File: config.mk
export PLATFORM = sky130hd
export DESIGN_NAME = axi_ni_response_header_packetizer_flat
export DESIGN_NICKNAME = d
export VERILOG_FILES = /design/src/rtl/axi_ni_response_header_packetizer_pkg.sv /design/src/rtl/axi_ni_response_header_packetizer_if.sv /design/src/rtl/axi_ni_response_header_packetizer.sv /design/src/flat_wrapper.sv
export SDC_FILE = /design/constraint.sdc
export NUM_CORES = 1
export LEC_CHECK = 0
export BUFFER_PORTS_ARGS = -buffer_cell sky130_fd_sc_hd__buf_4
export CORE_MARGIN = 1.5
export CORE_UTILIZATION = 30
export CTS_CLUSTER_DIAMETER = 150
export DETAILED_ROUTE_END_ITERATION = 10
export PLACE_DENSITY = 0.51
export SYNTH_ARGS = -nofsm -noshare
export SYNTH_HDL_FRONTEND = slang
export SYNTH_SLANG_ARGS = --single-unit
File: constraint.sdc
create_clock -name clk_i -period 2.7 [get_ports clk_i]
set_clock_uncertainty 0.1 [all_clocks]
set_input_delay 0.405 -clock clk_i [delete_from_list [all_inputs] [get_ports clk_i]]
set_output_delay 0.405 -clock clk_i [all_outputs]
set_load 0.01 [all_outputs]
File: src/rtl/axi_ni_response_header_packetizer_pkg.sv
// Shared NoC/NI constants for the response header packetizer: field widths,
// header offsets, flit-type and FSM encodings, and header packing helpers.
package axi_ni_response_header_packetizer_pkg;

  localparam int FTYPEWD               = 2;
  localparam int ROUTEWD               = 8;
  localparam int SOURCEWD              = 8;
  localparam int PACKETRESPTYPEWD      = 3;
  localparam int PACKETTRANSIDWD       = 8;
  localparam int COUNTERFLITWD         = 4;
  localparam int RH_RESP_BASE_TYPE     = 0;
  localparam int RH_RESP_BASE_TRANS_ID = 4;
  localparam int RESP_HEADERLENGTH     = 40;

  typedef enum logic [FTYPEWD-1:0] {
    FT_HEAD     = 2'd0,
    FT_BODY     = 2'd1,
    FT_TAIL     = 2'd2,
    FT_HEADTAIL = 2'd3
  } ftype_e;

  typedef enum logic [PACKETRESPTYPEWD-1:0] {
    RT_READ    = 3'd0,
    RT_EXREAD  = 3'd1,
    RT_WRITE   = 3'd2,
    RT_EXWRITE = 3'd3
  } resp_type_e;

  typedef enum logic [1:0] {
    ST_IDLE    = 2'd0,
    ST_HEADER  = 2'd1,
    ST_PAYLOAD = 2'd2
  } state_e;

  function automatic int resp_headerflits(input int base_width);
    return (RESP_HEADERLENGTH + base_width - 1) / base_width;
  endfunction

  // Unknown encodings fall through to "not a read" so they carry no payload.
  function automatic logic type_is_read(input logic [PACKETRESPTYPEWD-1:0] rtype);
    return (rtype == RT_READ) || (rtype == RT_EXREAD);
  endfunction

  function automatic logic [RESP_HEADERLENGTH-1:0] pack_header(
    input logic [ROUTEWD-1:0]          route,
    input logic [SOURCEWD-1:0]         source,
    input logic [PACKETRESPTYPEWD-1:0] rtype,
    input logic [PACKETTRANSIDWD-1:0]  id
  );
    logic [RESP_HEADERLENGTH-1:0] hdr;
    hdr = '0;
    hdr[ROUTEWD-1:0]                                              = route;
    hdr[ROUTEWD +: SOURCEWD]                                      = source;
    hdr[RH_RESP_BASE_TYPE + SOURCEWD + ROUTEWD +: PACKETRESPTYPEWD] = rtype;
    hdr[RH_RESP_BASE_TRANS_ID + SOURCEWD + ROUTEWD +: PACKETTRANSIDWD] = id;
    return hdr;
  endfunction

endpackage

File: src/rtl/axi_ni_response_header_packetizer_if.sv
// Request, payload and NoC flit channels of the response header packetizer.
interface axi_ni_response_header_packetizer_if
  import axi_ni_response_header_packetizer_pkg::*;
#(
  parameter int FLIT_WIDTH = 32,
  parameter int BASE_WIDTH = FLIT_WIDTH - FTYPEWD
);

  logic                        hdr_valid;
  logic                        hdr_ready;
  logic [ROUTEWD-1:0]          hdr_route;
  logic [SOURCEWD-1:0]         hdr_source;
  logic [PACKETRESPTYPEWD-1:0] hdr_type;
  logic [PACKETTRANSIDWD-1:0]  hdr_id;
  logic                        pl_valid;
  logic [BASE_WIDTH-1:0]       pl_data;
  logic                        pl_last;
  logic                        pl_ready;
  logic [FLIT_WIDTH-1:0]       flit;
  logic                        flit_valid;
  logic                        flit_ready;

  modport slave (
    input  hdr_valid, hdr_route, hdr_source, hdr_type, hdr_id,
    input  pl_valid, pl_data, pl_last, flit_ready,
    output hdr_ready, pl_ready, flit, flit_valid
  );

  modport master (
    output hdr_valid, hdr_route, hdr_source, hdr_type, hdr_id,
    output pl_valid, pl_data, pl_last, flit_ready,
    input  hdr_ready, pl_ready, flit, flit_valid
  );

endinterface

File: src/rtl/axi_ni_response_header_packetizer.sv
// Target-side NI: packs an AXI response header, serializes it as NoC flits and
// then passes read payload beats straight through to the NoC port.
module axi_ni_response_header_packetizer
  import axi_ni_response_header_packetizer_pkg::*;
#(
  parameter int FLIT_WIDTH = 32,
  parameter int BASE_WIDTH = FLIT_WIDTH - FTYPEWD
) (
  input  logic clk_i,
  input  logic rst_ni,
  axi_ni_response_header_packetizer_if.slave bus,
  output logic busy_o
);

  localparam int HDR_FLITS = resp_headerflits(BASE_WIDTH);
  localparam int HDR_PAD_W = HDR_FLITS * BASE_WIDTH;
  localparam logic [COUNTERFLITWD-1:0] LAST_CNT = COUNTERFLITWD'(HDR_FLITS - 1);

  state_e                       state_q, state_d;
  logic [RESP_HEADERLENGTH-1:0] header_q, header_d;
  logic [COUNTERFLITWD-1:0]     cnt_q, cnt_d;
  logic                         is_read_q, is_read_d;

  logic [HDR_PAD_W-1:0]         header_pad_s;
  logic [BASE_WIDTH-1:0]        hdr_slice_s;
  logic                         last_hdr_s;
  ftype_e                       hdr_ftype_s;
  ftype_e                       pl_ftype_s;

  // Zero padding fills the tail of the last header flit.
  assign header_pad_s = HDR_PAD_W'(header_q);
  assign last_hdr_s   = (cnt_q == LAST_CNT);
  assign busy_o       = (state_q != ST_IDLE);

  // Select the header slice addressed by the flit counter.
  always_comb begin
    hdr_slice_s = '0;
    for (int i = 0; i < HDR_FLITS; i++) begin
      hdr_slice_s = hdr_slice_s
                  | ({BASE_WIDTH{cnt_q == COUNTERFLITWD'(i)}}
                     & header_pad_s[i*BASE_WIDTH +: BASE_WIDTH]);
    end
  end

  // Flit types for header flits and pass-through payload beats.
  always_comb begin
    hdr_ftype_s = FT_BODY;
    if (cnt_q == '0) begin
      hdr_ftype_s = (last_hdr_s && !is_read_q) ? FT_HEADTAIL : FT_HEAD;
    end else if (last_hdr_s && !is_read_q) begin
      hdr_ftype_s = FT_TAIL;
    end else begin
      hdr_ftype_s = FT_BODY;
    end
    pl_ftype_s = bus.pl_last ? FT_TAIL : FT_BODY;
  end

  // Packet FSM: next state and handshake outputs.
  always_comb begin
    state_d        = state_q;
    header_d       = header_q;
    cnt_d          = cnt_q;
    is_read_d      = is_read_q;
    bus.hdr_ready  = 1'b0;
    bus.pl_ready   = 1'b0;
    bus.flit_valid = 1'b0;
    bus.flit       = '0;
    case (state_q)
      ST_IDLE: begin
        bus.hdr_ready = 1'b1;
        if (bus.hdr_valid) begin
          header_d  = pack_header(bus.hdr_route, bus.hdr_source, bus.hdr_type, bus.hdr_id);
          is_read_d = type_is_read(bus.hdr_type);
          cnt_d     = '0;
          state_d   = ST_HEADER;
        end else begin
          state_d   = ST_IDLE;
        end
      end
      ST_HEADER: begin
        bus.flit_valid = 1'b1;
        bus.flit       = {hdr_slice_s, hdr_ftype_s};
        if (bus.flit_ready) begin
          if (last_hdr_s) begin
            cnt_d   = '0;
            state_d = is_read_q ? ST_PAYLOAD : ST_IDLE;
          end else begin
            cnt_d   = cnt_q + COUNTERFLITWD'(1);
          end
        end else begin
          cnt_d = cnt_q;
        end
      end
      ST_PAYLOAD: begin
        bus.flit_valid = bus.pl_valid;
        bus.pl_ready   = bus.flit_ready;
        bus.flit       = {bus.pl_data, pl_ftype_s};
        if (bus.pl_valid && bus.flit_ready && bus.pl_last) begin
          state_d = ST_IDLE;
        end else begin
          state_d = ST_PAYLOAD;
        end
      end
      default: begin
        state_d = ST_IDLE;
      end
    endcase
  end

  // State, latched header and flit counter.
  always_ff @(posedge clk_i or negedge rst_ni) begin
    if (!rst_ni) begin
      state_q   <= ST_IDLE;
      header_q  <= '0;
      cnt_q     <= '0;
      is_read_q <= 1'b0;
    end else begin
      state_q   <= state_d;
      header_q  <= header_d;
      cnt_q     <= cnt_d;
      is_read_q <= is_read_d;
    end
  end

endmodule

File: src/flat_wrapper.sv
// flat-port wrapper written by rule: the top's interface ports become plain ports
module axi_ni_response_header_packetizer_flat import axi_ni_response_header_packetizer_pkg::*;
#(
  parameter int FLIT_WIDTH = 32,
  parameter int BASE_WIDTH = FLIT_WIDTH - FTYPEWD
)
  (clk_i, rst_ni, busy_o, bus_hdr_valid, bus_hdr_route, bus_hdr_source, bus_hdr_type, bus_hdr_id, bus_pl_valid, bus_pl_data, bus_pl_last, bus_flit_ready, bus_hdr_ready, bus_pl_ready, bus_flit, bus_flit_valid);
  axi_ni_response_header_packetizer_if #(.FLIT_WIDTH(FLIT_WIDTH), .BASE_WIDTH(BASE_WIDTH)) bus_i ();
  input  logic clk_i;
  input  logic rst_ni;
  output logic busy_o;
  input wire logic [$bits(bus_i.hdr_valid)-1:0] bus_hdr_valid;
  input wire logic [$bits(bus_i.hdr_route)-1:0] bus_hdr_route;
  input wire logic [$bits(bus_i.hdr_source)-1:0] bus_hdr_source;
  input wire logic [$bits(bus_i.hdr_type)-1:0] bus_hdr_type;
  input wire logic [$bits(bus_i.hdr_id)-1:0] bus_hdr_id;
  input wire logic [$bits(bus_i.pl_valid)-1:0] bus_pl_valid;
  input wire logic [$bits(bus_i.pl_data)-1:0] bus_pl_data;
  input wire logic [$bits(bus_i.pl_last)-1:0] bus_pl_last;
  input wire logic [$bits(bus_i.flit_ready)-1:0] bus_flit_ready;
  output wire logic [$bits(bus_i.hdr_ready)-1:0] bus_hdr_ready;
  output wire logic [$bits(bus_i.pl_ready)-1:0] bus_pl_ready;
  output wire logic [$bits(bus_i.flit)-1:0] bus_flit;
  output wire logic [$bits(bus_i.flit_valid)-1:0] bus_flit_valid;
  assign bus_i.hdr_valid = bus_hdr_valid;
  assign bus_i.hdr_route = bus_hdr_route;
  assign bus_i.hdr_source = bus_hdr_source;
  assign bus_i.hdr_type = bus_hdr_type;
  assign bus_i.hdr_id = bus_hdr_id;
  assign bus_i.pl_valid = bus_pl_valid;
  assign bus_i.pl_data = bus_pl_data;
  assign bus_i.pl_last = bus_pl_last;
  assign bus_i.flit_ready = bus_flit_ready;
  assign bus_hdr_ready = bus_i.hdr_ready;
  assign bus_pl_ready = bus_i.pl_ready;
  assign bus_flit = bus_i.flit;
  assign bus_flit_valid = bus_i.flit_valid;
  axi_ni_response_header_packetizer #(.FLIT_WIDTH(FLIT_WIDTH), .BASE_WIDTH(BASE_WIDTH)) u_core (.clk_i(clk_i), .rst_ni(rst_ni), .bus(bus_i), .busy_o(busy_o));
endmodule
==> impl_results.md <==
- Most frequent cells in the layout: buf_4 (104), dfrtp_1 (34), nand2_1 (31)
- Initial drt markers: 31
- Final min period: 2.36 ns
- Initial antenna violation count: 0
- H-tree depth: 2
- Largest family of logic cells by synthesized area: simple AND/OR/NAND/NOR gates
- Chip Height: 87.4 um
- Top cell type's share of synthesized area: 0.398
- Sw Pwr: 0.935 mW
- Yosys top cell by area: dfrtp_1
- Internal reg-to-reg setup slack: 0.73 ns
- Syn Inst Count: 214
- Count of pins over their slew limit: 0
- Area Growth Syn to Fin: 44.1%
- GRT overflow: 0
- Simple logic cell fraction of the synthesized area: 0.220
- Post-synthesis cell type count: 34
- Post-synthesis adder-cell area fraction: 0.0234
- Fmax: 424 MHz
- Main synth FF type: dfrtp_1
- Largest net degree at the start of global routing: 36
- Worst setup SP type: flop
- Die Width: 87.4 um
- Yosys reg bits: 34
- RSZ-0062 raised after global routing: no
- Share of power burned in registers: 0.338
- Hold WC Path Type: input port to flop
- Initial Util: 0.313
- Clock Path Buffers: 2
- Syn_nets: 281
- Synth Area per Inst: 9.99 um^2
- Yosys warns: 0
- Post-Syn Area: 0.00214 mm^2
- Synth async-reset ratio: 1.00
- Maximum vdd ir drop: 0.336 mV
- Row count: 30
- XOR/XNOR share of the synthesized area: 0
- Filler cells: 707
- Inserted Diodes: 0
- Vias/cell: 4.63
- Critical Path End Type: primary output
- Gr usage total: 0.151
- Post-route setup TNS: 0 ns
- Drt total wl: 5.62 mm
- CTS tree: built
- Slew @ Worst Pin: 0.527 ns
- Synth Area in Compound Gates: 0.149
- Num CTS Buffers: 5
- Internal power: 1.67 mW
- Tcrit/Tclk final: 0.873
- Post-synthesis mux area share: 0.162
- Required time of the critical path: 2.19 ns
- Rel. slew slack: 0.649
- Post-synthesis sequential area ratio: 0.398
- Fin. Hold Viols: 0
- Port bufs: 98
- Commonest non-fill, non-tap cell in the layout: buf_4
- Share of post-route cells with drive strength above 1: 0.436
- Crit path max fanout: 17
- Overall power: 2.60 mW
- First-pass GRT wire length: 8.91 mm
- Top post-synthesis cells by area: dfrtp_1 (40%), mux2_2 (11%), a21boi_1 (9.8%)
- Final setup viols: 0
- Full die area: 0.00764 mm^2
- Routed wire per std cell: 13.8 um
- Detailed-route via count: 1888
- Pleak: 1.37 nW
- PwrDens: 846 mW/mm^2
- CTS root buf: clkbuf_8
- WP data arrival: 1.85 ns
- # resized after CTS: 0
- Util after Layout: 0.451
- Top Ports: 99
- Residual DRC count: 0
- MaxCap Viol Count: 0
- Post-synth EDFFs: 0
- Hold depth: 2
- Final Net Count: 378
- FF-to-FF path depth: 5
- Clock power frac: 0.148
- Placer Congestion: 0.763
- Drt first pass iters: 4
- Gate power share: 0.513
- Status: finished clean
- Clk Latency, worst-skew pair: 0.28 ns
- Clk pin slew, worst setup/hold paths: 0.07 ns
- Sw frac: 0.359
- Vias in the first global route: 1826
- HPWL after DPL: 3.95 mm
- Crit path kind: flop to primary output
- Core Area: 0.00683 mm^2
- Sink Count: 34
- ANT nets after route: 0
==> layout make-up <==
cell class                      count  area (um^2)  area share
Sequential cell                    34          851       0.276
Inverter                            6         22.5     0.00731
Timing Repair Buffer              106          811       0.263
Tap cell                           96          120      0.0390
Clock inverter                      1         5.00     0.00163
Clock buffer                        7         86.3      0.0280
Multi-Input combinational cell    158         1180       0.384
==> power groups by stage <==
stage | logic (mW) | registers [mW] | clock network [mW]
finish | 1.34 | 0.881 | 0.386
global route | 1.47 | 0.907 | 0.430
CTS | 1.36 | 0.882 | 0.404
detailed placement | 1.36 | 0.890 | 0
global placement | 1.35 | 0.887 | 0
floorplan | 0.913 | 0.833 | 0
==> cells by family (layout without fill, tap and decap cells) <==
kind of cell / after synthesis / count (layout)
muxes: 31 / 31
buffers and inverters: 22 / 120
DFF: 34 / 34
and+or+nand+nor: 79 / 79
adders and majority gates: 4 / 4
AOI/OAI and AO/OA: 44 / 44
==> worst max-delay path, cell delays in order, from the launching register on <==
cell      delay (ns)
dfrtp_1         0.40
inv_1           0.10
ha_1            0.18
nor4b_4         0.21
buf_4           0.28
nand3b_1        0.10
a21boi_1        0.15
buf_4           0.15
==> sequential cells by signal, indices dropped and copies added, names as in the netlist <==
signal and flops:
u_core.is_read_q 1, u_core.state_q 2, u_core.header_q 27, u_core.cnt_q 4
==> path summary, 6_finish.rpt <==
check / from / to
worst min register to register: u_core.header_q[24] / u_core.header_q[24]
worst max register to register: u_core.state_q[0] / u_core.header_q[18]
min in group asynchronous: rst_ni / u_core.header_q[23]
worst min-delay path: bus_hdr_type[2] / u_core.is_read_q
max in group asynchronous: rst_ni / u_core.header_q[14]
worst max-delay path: u_core.state_q[1] / bus_flit[18]
==> what timing repair did <==
action                                  4_1_cts  5_1_grt
setup buffers                                 0        0
hold endpoints to repair                     34        0
hold buffers                                  1        0
endpoints found under the setup margin        0        0
==> cells in the mapped netlist, drive strengths merged, types with 2 or more instances <==
master	count
nand3b	27
mux2	28
nor2	3
nand2b	3
mux2i	3
ha	4
buf	6
inv	6
o31ai	2
nand2	31
a21boi	29
nor2b	4
clkbuf	10
o21ai	6
and2	5
dfrtp	34
==> layer usage <==
layer  vias to the layer above  track usage  wire length, um
met5                         -            0                0
met4                         0       0.0433               59
met3                         5       0.0370              316
met2                        52        0.246             2610
met1                       891        0.197             2640
li1                        940            -                -
==> metrics by stage <==
stage	cells	setup WS (ns)	hold WS, ns	instance area [um^2]
final	408	0.344	0.209	3080
after global placement	399	0.637	0.293	2980
after floorplan	214	0.652	0.00941	2140
after CTS	408	0.313	0.199	3080
after detailed placement	399	0.647	0.291	2980
after global routing	408	0.191	0.195	3080
Note: power is estimated with default switching activity, not from simulation.
